<file path="config.mk">
export PLATFORM = sky130hd
export DESIGN_NAME = first_nios2_system_sysid_arbiter
export DESIGN_NICKNAME = d
export VERILOG_FILES = /design/src/rtl/first_nios2_system_pkg.sv /design/src/rtl/first_nios2_system_rr_pick2.sv /design/src/rtl/first_nios2_system_sysid_arbiter.sv
export SDC_FILE = /design/constraint.sdc
export NUM_CORES = 1
export LEC_CHECK = 0
export ABC_AREA = 1
export ABC_CLOCK_PERIOD_IN_PS = 1270
export BUFFER_PORTS_ARGS = -buffer_cell sky130_fd_sc_hd__buf_2
export CORE_UTILIZATION = 40
export DETAILED_ROUTE_END_ITERATION = 16
export GPL_ROUTABILITY_DRIVEN = 0
export PLACE_DENSITY = 0.84
export SYNTH_ARGS = -nofsm -noshare
export SYNTH_HDL_FRONTEND = slang
export SYNTH_SLANG_ARGS = --single-unit
</file>
<file path="constraint.sdc">
create_clock -name clock -period 1.27 [get_ports clock]
set_input_delay 0.127 -clock clock [delete_from_list [all_inputs] [get_ports clock]]
set_output_delay 0.127 -clock clock [all_outputs]
set_load 0.02 [all_outputs]
</file>
<file path="src/rtl/first_nios2_system_pkg.sv">
// Shared definitions for the first_nios2_system slice: arbiter state encoding and
// the system-ID constant returned by the sysid slave.
package first_nios2_system_pkg;

  typedef enum logic [1:0] {
    ST_IDLE  = 2'd0,
    ST_ISSUE = 2'd1,
    ST_DONE  = 2'd2
  } arb_state_e;

  localparam logic [31:0] SYSID_ID_VALUE = 32'h5A8F03B3;
  localparam int unsigned LAT_CNT_W      = 4;
  localparam int unsigned LAT_CNT_MAX    = (1 << LAT_CNT_W) - 1;

endpackage

</file>
<file path="src/rtl/first_nios2_system_rr_pick2.sv">
// Two-way round-robin picker: a lone requester wins, a tie goes to the master
// that did not own the previous transaction.
module first_nios2_system_rr_pick2 (
  input  logic [1:0] req,
  input  logic       last,
  output logic       winner,
  output logic       any
);

  assign any    = |req;
  assign winner = (&req) ? ~last : req[1];

endmodule

</file>
<file path="src/rtl/first_nios2_system_sysid_arbiter.sv">
// Two-master read arbiter in front of the zero-wait system-ID slave: round-robin
// grant, waitrequest stall, registered slave strobe/address and read data.
module first_nios2_system_sysid_arbiter
  import first_nios2_system_pkg::*;
#(
  parameter int unsigned ADDR_W = 1,
  parameter int unsigned DATA_W = 32,
  parameter int unsigned RD_LAT = 0
) (
  input  logic              clock,
  input  logic              reset_n,
  input  logic [ADDR_W-1:0] m0_address,
  input  logic              m0_read,
  output logic              m0_waitrequest,
  output logic [DATA_W-1:0] m0_readdata,
  input  logic [ADDR_W-1:0] m1_address,
  input  logic              m1_read,
  output logic              m1_waitrequest,
  output logic [DATA_W-1:0] m1_readdata,
  output logic [ADDR_W-1:0] s_address,
  output logic              s_read,
  input  logic [DATA_W-1:0] s_readdata,
  output logic              grant_idx
);

  if (RD_LAT > LAT_CNT_MAX) begin : g_bad_rd_lat
    $error("RD_LAT must fit the 4-bit latency counter (0..15)");
  end

  localparam logic [LAT_CNT_W-1:0] RD_LAT_CNT = LAT_CNT_W'(RD_LAT);

  arb_state_e           state_q, state_d;
  logic [LAT_CNT_W-1:0] lat_cnt_q;
  logic                 last_grant_q;
  logic [DATA_W-1:0]    rdata_q;
  logic                 pick_winner;
  logic                 pick_any;

  first_nios2_system_rr_pick2 u_pick (
    .req    ({m1_read, m0_read}),
    .last   (last_grant_q),
    .winner (pick_winner),
    .any    (pick_any)
  );

  // NOTE: sequential state uses non-blocking (<=) so every register samples
  // pre-edge values regardless of block ordering.
  always_ff @(posedge clock or negedge reset_n) begin
    if (!reset_n) state_q <= ST_IDLE;
    else          state_q <= state_d;
  end

  // NOTE: state_d is defaulted first so no path through the case infers a latch.
  always_comb begin
    state_d = state_q;
    case (state_q)
      ST_IDLE:  if (pick_any) state_d = ST_ISSUE;
      ST_ISSUE: if (lat_cnt_q == '0) state_d = ST_DONE;
      ST_DONE:  state_d = ST_IDLE;
      default:  state_d = ST_IDLE;
    endcase
  end

  always_ff @(posedge clock or negedge reset_n) begin
    if (!reset_n) begin
      s_address    <= '0;
      s_read       <= 1'b0;
      grant_idx    <= 1'b0;
      last_grant_q <= 1'b1;
      lat_cnt_q    <= '0;
      rdata_q      <= '0;
    end else begin
      case (state_q)
        ST_IDLE: begin
          if (pick_any) begin
            // Address is captured only here; later changes by the master are ignored.
            s_address <= pick_winner ? m1_address : m0_address;
            grant_idx <= pick_winner;
            s_read    <= 1'b1;
            lat_cnt_q <= RD_LAT_CNT;
          end
        end
        ST_ISSUE: begin
          if (lat_cnt_q == '0) begin
            rdata_q <= s_readdata;
            s_read  <= 1'b0;
          end else begin
            lat_cnt_q <= lat_cnt_q - 1'b1;
          end
        end
        ST_DONE: last_grant_q <= grant_idx;
        default: ;
      endcase
    end
  end

  // A master that dropped read mid-transaction simply never sees its response.
  assign m0_waitrequest = m0_read & ~((state_q == ST_DONE) & (grant_idx == 1'b0));
  assign m1_waitrequest = m1_read & ~((state_q == ST_DONE) & (grant_idx == 1'b1));
  assign m0_readdata    = rdata_q;
  assign m1_readdata    = rdata_q;

endmodule

</file>
# == Yosys cells after proc, flatten, opt, wreduce, memory -nomap -nowiden ==
# Index checks and enable logic that the tools add are counted.
# word_totals
regBits,42
inputBits,38
wordCells,42
# classes
add_sub_neg,1
eq_ne,5
mux,11
n_bitwise,8
reduce_logical,10
# ops
op,count
2-to-1 mux 4 bit,2
case mux 4 bit (2 select lines),1
AND reduction 2 bit,4
!= test 2 bit (second input constant),3
AND reduction 3 bit,2
bitwise AND 1 bit,4
zero test 4 bit,1
2-to-1 mux 1 bit,4
2-to-1 mux 2 bit,2
NOT 1 bit,4
case mux 2 bit (2 select lines),1
subtractor 4 x 1 -> 4 bit (second input constant),1
equality test 2 x 1 -> 1 bit (second input constant),1
equality test 2 bit (second input constant),1
zero test 2 bit,1
case mux 1 bit (2 select lines),1
nonzero test 2 bit,1
OR reduction 2 bit,1

# == Longest topological paths before layout ==
# logic_depth
depth_word,4
depth_mapped,7
mapped_depth_nobuf,7

# == Modules after synthesis ==
# Synthesis repeated with hierarchy kept, for this count alone.
# hier_totals
hier_cells,227
area_unflattened_um2,2003.2
# by_module_without_submodules
mod,n_inst,cells_each,area_each_um2,seq_area_each_um2
first_nios2_system_sysid_arbiter,1,224,1988.2,1052.3
first_nios2_system_rr_pick2,1,3,15.0,0.0

# == Worst setup path after synthesis ==
# OpenSTA, ideal clock, no wires.
# synth_timing
kind,register -> register
startpoint,register lat_cnt_q[0]
endpoint,register s_read
arrival_time_ps,1101
path_slack_ps,40
path_stages_with_launch,7
synth_period_minus_slack_ps,1230
cell_sequence,dfrtp_1 inv_1 ha_1 nand3_2 buf_2 nand2_1 nand2_1
# synth_between
elab_chain_len,3
# synth_lines
item,line_no,source
"start, declared",first_nios2_system_sysid_arbiter.sv:33,logic [LAT_CNT_W-1:0] lat_cnt_q;
"start signal, assigned",first_nios2_system_sysid_arbiter.sv:88,lat_cnt_q <= lat_cnt_q - 1'b1;
zero test 4 bit,first_nios2_system_sysid_arbiter.sv:84,if (lat_cnt_q == '0) begin
!= test 2 bit (no source line),--,
AND reduction 3 bit (no source line),--,
"end signal, assigned",first_nios2_system_sysid_arbiter.sv:67,s_read <= 1'b0;
"end signal, assigned",first_nios2_system_sysid_arbiter.sv:79,s_read <= 1'b1;
"end signal, assigned",first_nios2_system_sysid_arbiter.sv:86,s_read <= 1'b0;
"end, declared",first_nios2_system_sysid_arbiter.sv:21,"output logic s_read,"
# No other way between the ends.
# A chain may end at the register's enable or synchronous reset.

# == Worst setup path after layout ==
# layout_timing
startpoint,register state_q[0]
endpoint,"register rdata_q[14], in the netlist m0_readdata[14]"
# layout_between
elab_chain_len,2
# layout_lines
item,line_no,source
"start, declared",first_nios2_system_sysid_arbiter.sv:32,"arb_state_e state_q, state_d;"
"start signal, assigned",first_nios2_system_sysid_arbiter.sv:50,else state_q <= state_d;
equality test 2 x 1 -> 1 bit,first_nios2_system_sysid_arbiter.sv:73,case (state_q)
AND reduction 2 bit (no source line),--,
"end signal, assigned",first_nios2_system_sysid_arbiter.sv:85,rdata_q <= s_readdata;
"end, declared",first_nios2_system_sysid_arbiter.sv:35,logic [DATA_W-1:0] rdata_q;
# No other way between the ends.

==> run_results.csv <==
group,metric,value,unit
worst_hold_path,min_path_cells,3,
global_routing,grt_pass1_wl,6644,um
power_and_ir_drop,leakage,1.580,nW
synth,seq_area_frac_synth,52.27,%
critical_path,r2r_start,"state_q[0]",
synth,synth_most_common_cell,"nand2_1",
global_routing,first_global_vias,1537,
critical_path,start_kind,"flop",
routing,first_pass_iters,4,
critical_path,r2r_setup_slack,4,ps
placed_design,place_area,2441,um^2
critical_path,worstPathMaxFanout,14,
critical_path,endpoint_kind,"flop",
sta,min_period,1266,ps
sta,hold_viol,0,
routing,wl_per_cell,11.15,um
synth,yosys-top-cells-area,"dfrtp_1 (51%), nand2_1 (22%), buf_4 (12%)",
critical_path,cpMostUsedCell,"nand2_1",
floorplan,die_y,72.95,um
floorplan,ios,107,
cts,cts_made_buffers,5,
sta,fmax,0.7897,GHz
synth,async_flop_share,100.0,%
sta,slew_viol_final,0,
synth,syn_avg_cell_area,8.530,um^2
synth,synthFlopType,"dfrtp_1",
floorplan,die-area,5321,um^2
layout,drive_gt1_share,43.79,%
synth,synth.top_cells.by_count,"nand2_1 (120), dfrtp_1 (41), buf_4 (32)",
layout,nets,361,
routing,antenna_left,0,
synth,yosysTopAreaCell,"dfrtp_1",
layout,fin_area,2671,um^2
power_and_ir_drop,power.density,2892,nW/um^2
synth,ys_types,22,
global_routing,grt_start_max_net_pins,30,
sta,setup_violations,0,
worst_hold_path,hold_path.class,"input pin to flop",
synth,syn_inst,236,
floorplan,initial_core_util,42.07,%
global_routing,grt_antenna_before_repair,0,
routing,vias_per_cell,4.360,
critical_path,cp_top_family,"buffers and inverters",
layout,n_antenna_cell,0,
routing,drc,0,
sta,setup-tns-final,0,ps
critical_path,worstSetupStartpoint,"state_q[0]",
sta,slew_headroom,70.87,%
power_and_ir_drop,peakVddDrop,1.225,mV
routing,vias,1696,
critical_path,rr_worst_depth,7,
cts,clock_latency,290,ps
critical_path,cp.depth,7,
synth,yosysTopAreaCellShare,50.96,%
routing,routed_wirelength,4337,um
critical_path,r2r-end,"m0_readdata[14]",
synth,ys_ff_latch,42,
cts,ctsRootBufferMaster,"clkbuf_8",
sta,finClkSkew,6.132,ps
layout,syn_to_final_growth,32.69,%
floorplan,core_area,4786,um^2
synth,ys_warn_count,0,
placed_design,hpwl,3136,um
synth,synth_nets,276,
sta,rsz0062_at_grt,"yes",
synth,synth_edf_count,0,
floorplan,rows,25,
critical_path,cp_num_buf_inv,3,
run_status,status,"finished, final reports clean",
synth,syn_area,2013,um^2
cts,cts_sinks,42,
sta,tightestPinTransition,437.0,ps
placed_design,numPortBuffers,106,
critical_path,cp_data_arrival_time,1450,ps
job,maxCapViolations,0,
routing,initialDrtViolationCount,59,
cts,clk_transition_reported_paths,80,ps
critical_path,crit_type,"flop to flop",
cts,clockBufferDepth,2,
critical_path,cp_cell_sequence,"buf_4 > nand2_2 > inv_2 > nand3_4 > clkbuf_16 > nand2_1 > nand2_1",
critical_path,timing.critical_path.to,"m0_readdata[14]",
global_routing,grt_usage,16.72,%
floorplan,die_w,72.95,um
sta,post-route-period-util,99.71,%
critical_path,crit_slowest_cell,"dfrtp_1",
critical_path,slowest_delay,400,ps
cts,cts_tree,"done",
cts,htree_levels,2,
global_routing,grt_overflow,0,
critical_path,crit_required,1460,ps
-- area by class of cell --
cell class / instances / area, um^2
clock buffer: 5 / 68.82
inverter: 12 / 45.04
clock inverter: 3 / 68.82
multi-input combinational: 144 / 664.4
timing repair buffer: 116 / 688.2
tap: 67 / 83.83
sequential: 42 / 1052
fill: 422 / 2115
-- through the flow --
step	instances	hold slack, ps	setup slack [ps]	utilization (%)	power [W]
2_1_floorplan	236	-168.6	40.09	-	0.005492
3_3_place_gp	378	89.22	56.30	51.01	0.006241
3_5_place_dp	378	97.11	-27.55	51.01	0.006348
4_1_cts	388	15.30	-18.58	55.03	0.007696
5_1_grt	389	11.49	-69.65	55.82	0.008293
6_report	389	23.74	3.718	55.82	0.007726
-- flip-flops by register name (all words and copies together), names as in the netlist --
register,flops
grant_idx,1
last_grant_q,1
lat_cnt_q,4
m0_readdata,32
s_address,1
s_read,1
state_q,2
-- layer usage --
metal	up-vias	GRT usage, %	wire length (um)
met5	-	0	0
met2	74	31.05	2261
met4	0	6.100	42
met3	4	5.663	285
met1	768	17.36	1747
li1	850	-	-
-- how the worst min path moves through the flow --
stage	from	to	slack, ps
floorplan	reset_n	grant_idx	-170
global placement	reset_n	m0_readdata[20]	90
detailed placement	reset_n	m0_readdata[20]	100
CTS	s_readdata[25]	m0_readdata[25]	20
global route	s_readdata[26]	m0_readdata[26]	10
finish	s_readdata[25]	m0_readdata[25]	20
-- worst reg2reg max path, stage by stage, from the launching register on --
cell and delay (ps):
dfrtp_1 400, buf_4 150, nand2_2 100, inv_2 110, nand3_4 100, clkbuf_16 190, nand2_1 60, nand2_1 50
-- repair_timing --
| item | CTS | global route |
|---|---|---|
| buffers inserted | 1 | 0 |
| endpoints found under the setup margin | 28 | 39 |
| hold buffers | 1 | 0 |
| endpoints found under the hold margin | 18 | 0 |
| resized for setup | 11 | 6 |
| pin swaps | 2 | 2 |
| cloned | 0 | 1 |
-- cells by family (layout without fill, tap and decap cells) --
| kind of cell | after synthesis | count (layout) | share of synthesized area (%) |
|---|---|---|---|
| and+or+nand+nor | 138 | 138 | 28.40 |
| DFF | 42 | 42 | 52.27 |
| adders and majority gates | 2 | 2 | 1.243 |
| AOI/OAI and AO/OA | 3 | 3 | 1.057 |
| buffers and inverters | 50 | 136 | 16.59 |
| xor gates and xnor gates | 1 | 1 | 0.4351 |
-- layout by cell type (no fill, tap or decap) --
cell,instances
nor2_4,2
buf_12,4
nand2_1,117
inv_2,5
nand3b_1,1
ha_1,1
nand3_4,1
buf_4,4
bufinv_16,2
buf_6,2
o21a_1,1
clkinv_4,1
nand3_1,6
buf_2,104
nand4_1,1
nor2_1,3
clkbuf_8,5
nand2_2,4
inv_1,7
o21ai_2,1
dlygate4sd3_1,1
nor2_8,1
o21ai_0,1
ha_4,1
xor2_1,1
dfstp_2,1
nand2_4,1
nor2_2,1
dfrtp_1,41
clkbuf_16,1
-- power breakdown --
group          total (W)  switching (W)  internal [W]
sequential       0.00236       0.000410       0.00195
clock            0.00125       0.000465      0.000787
combinational    0.00412        0.00266       0.00146
(Power assumes the default switching activity.)
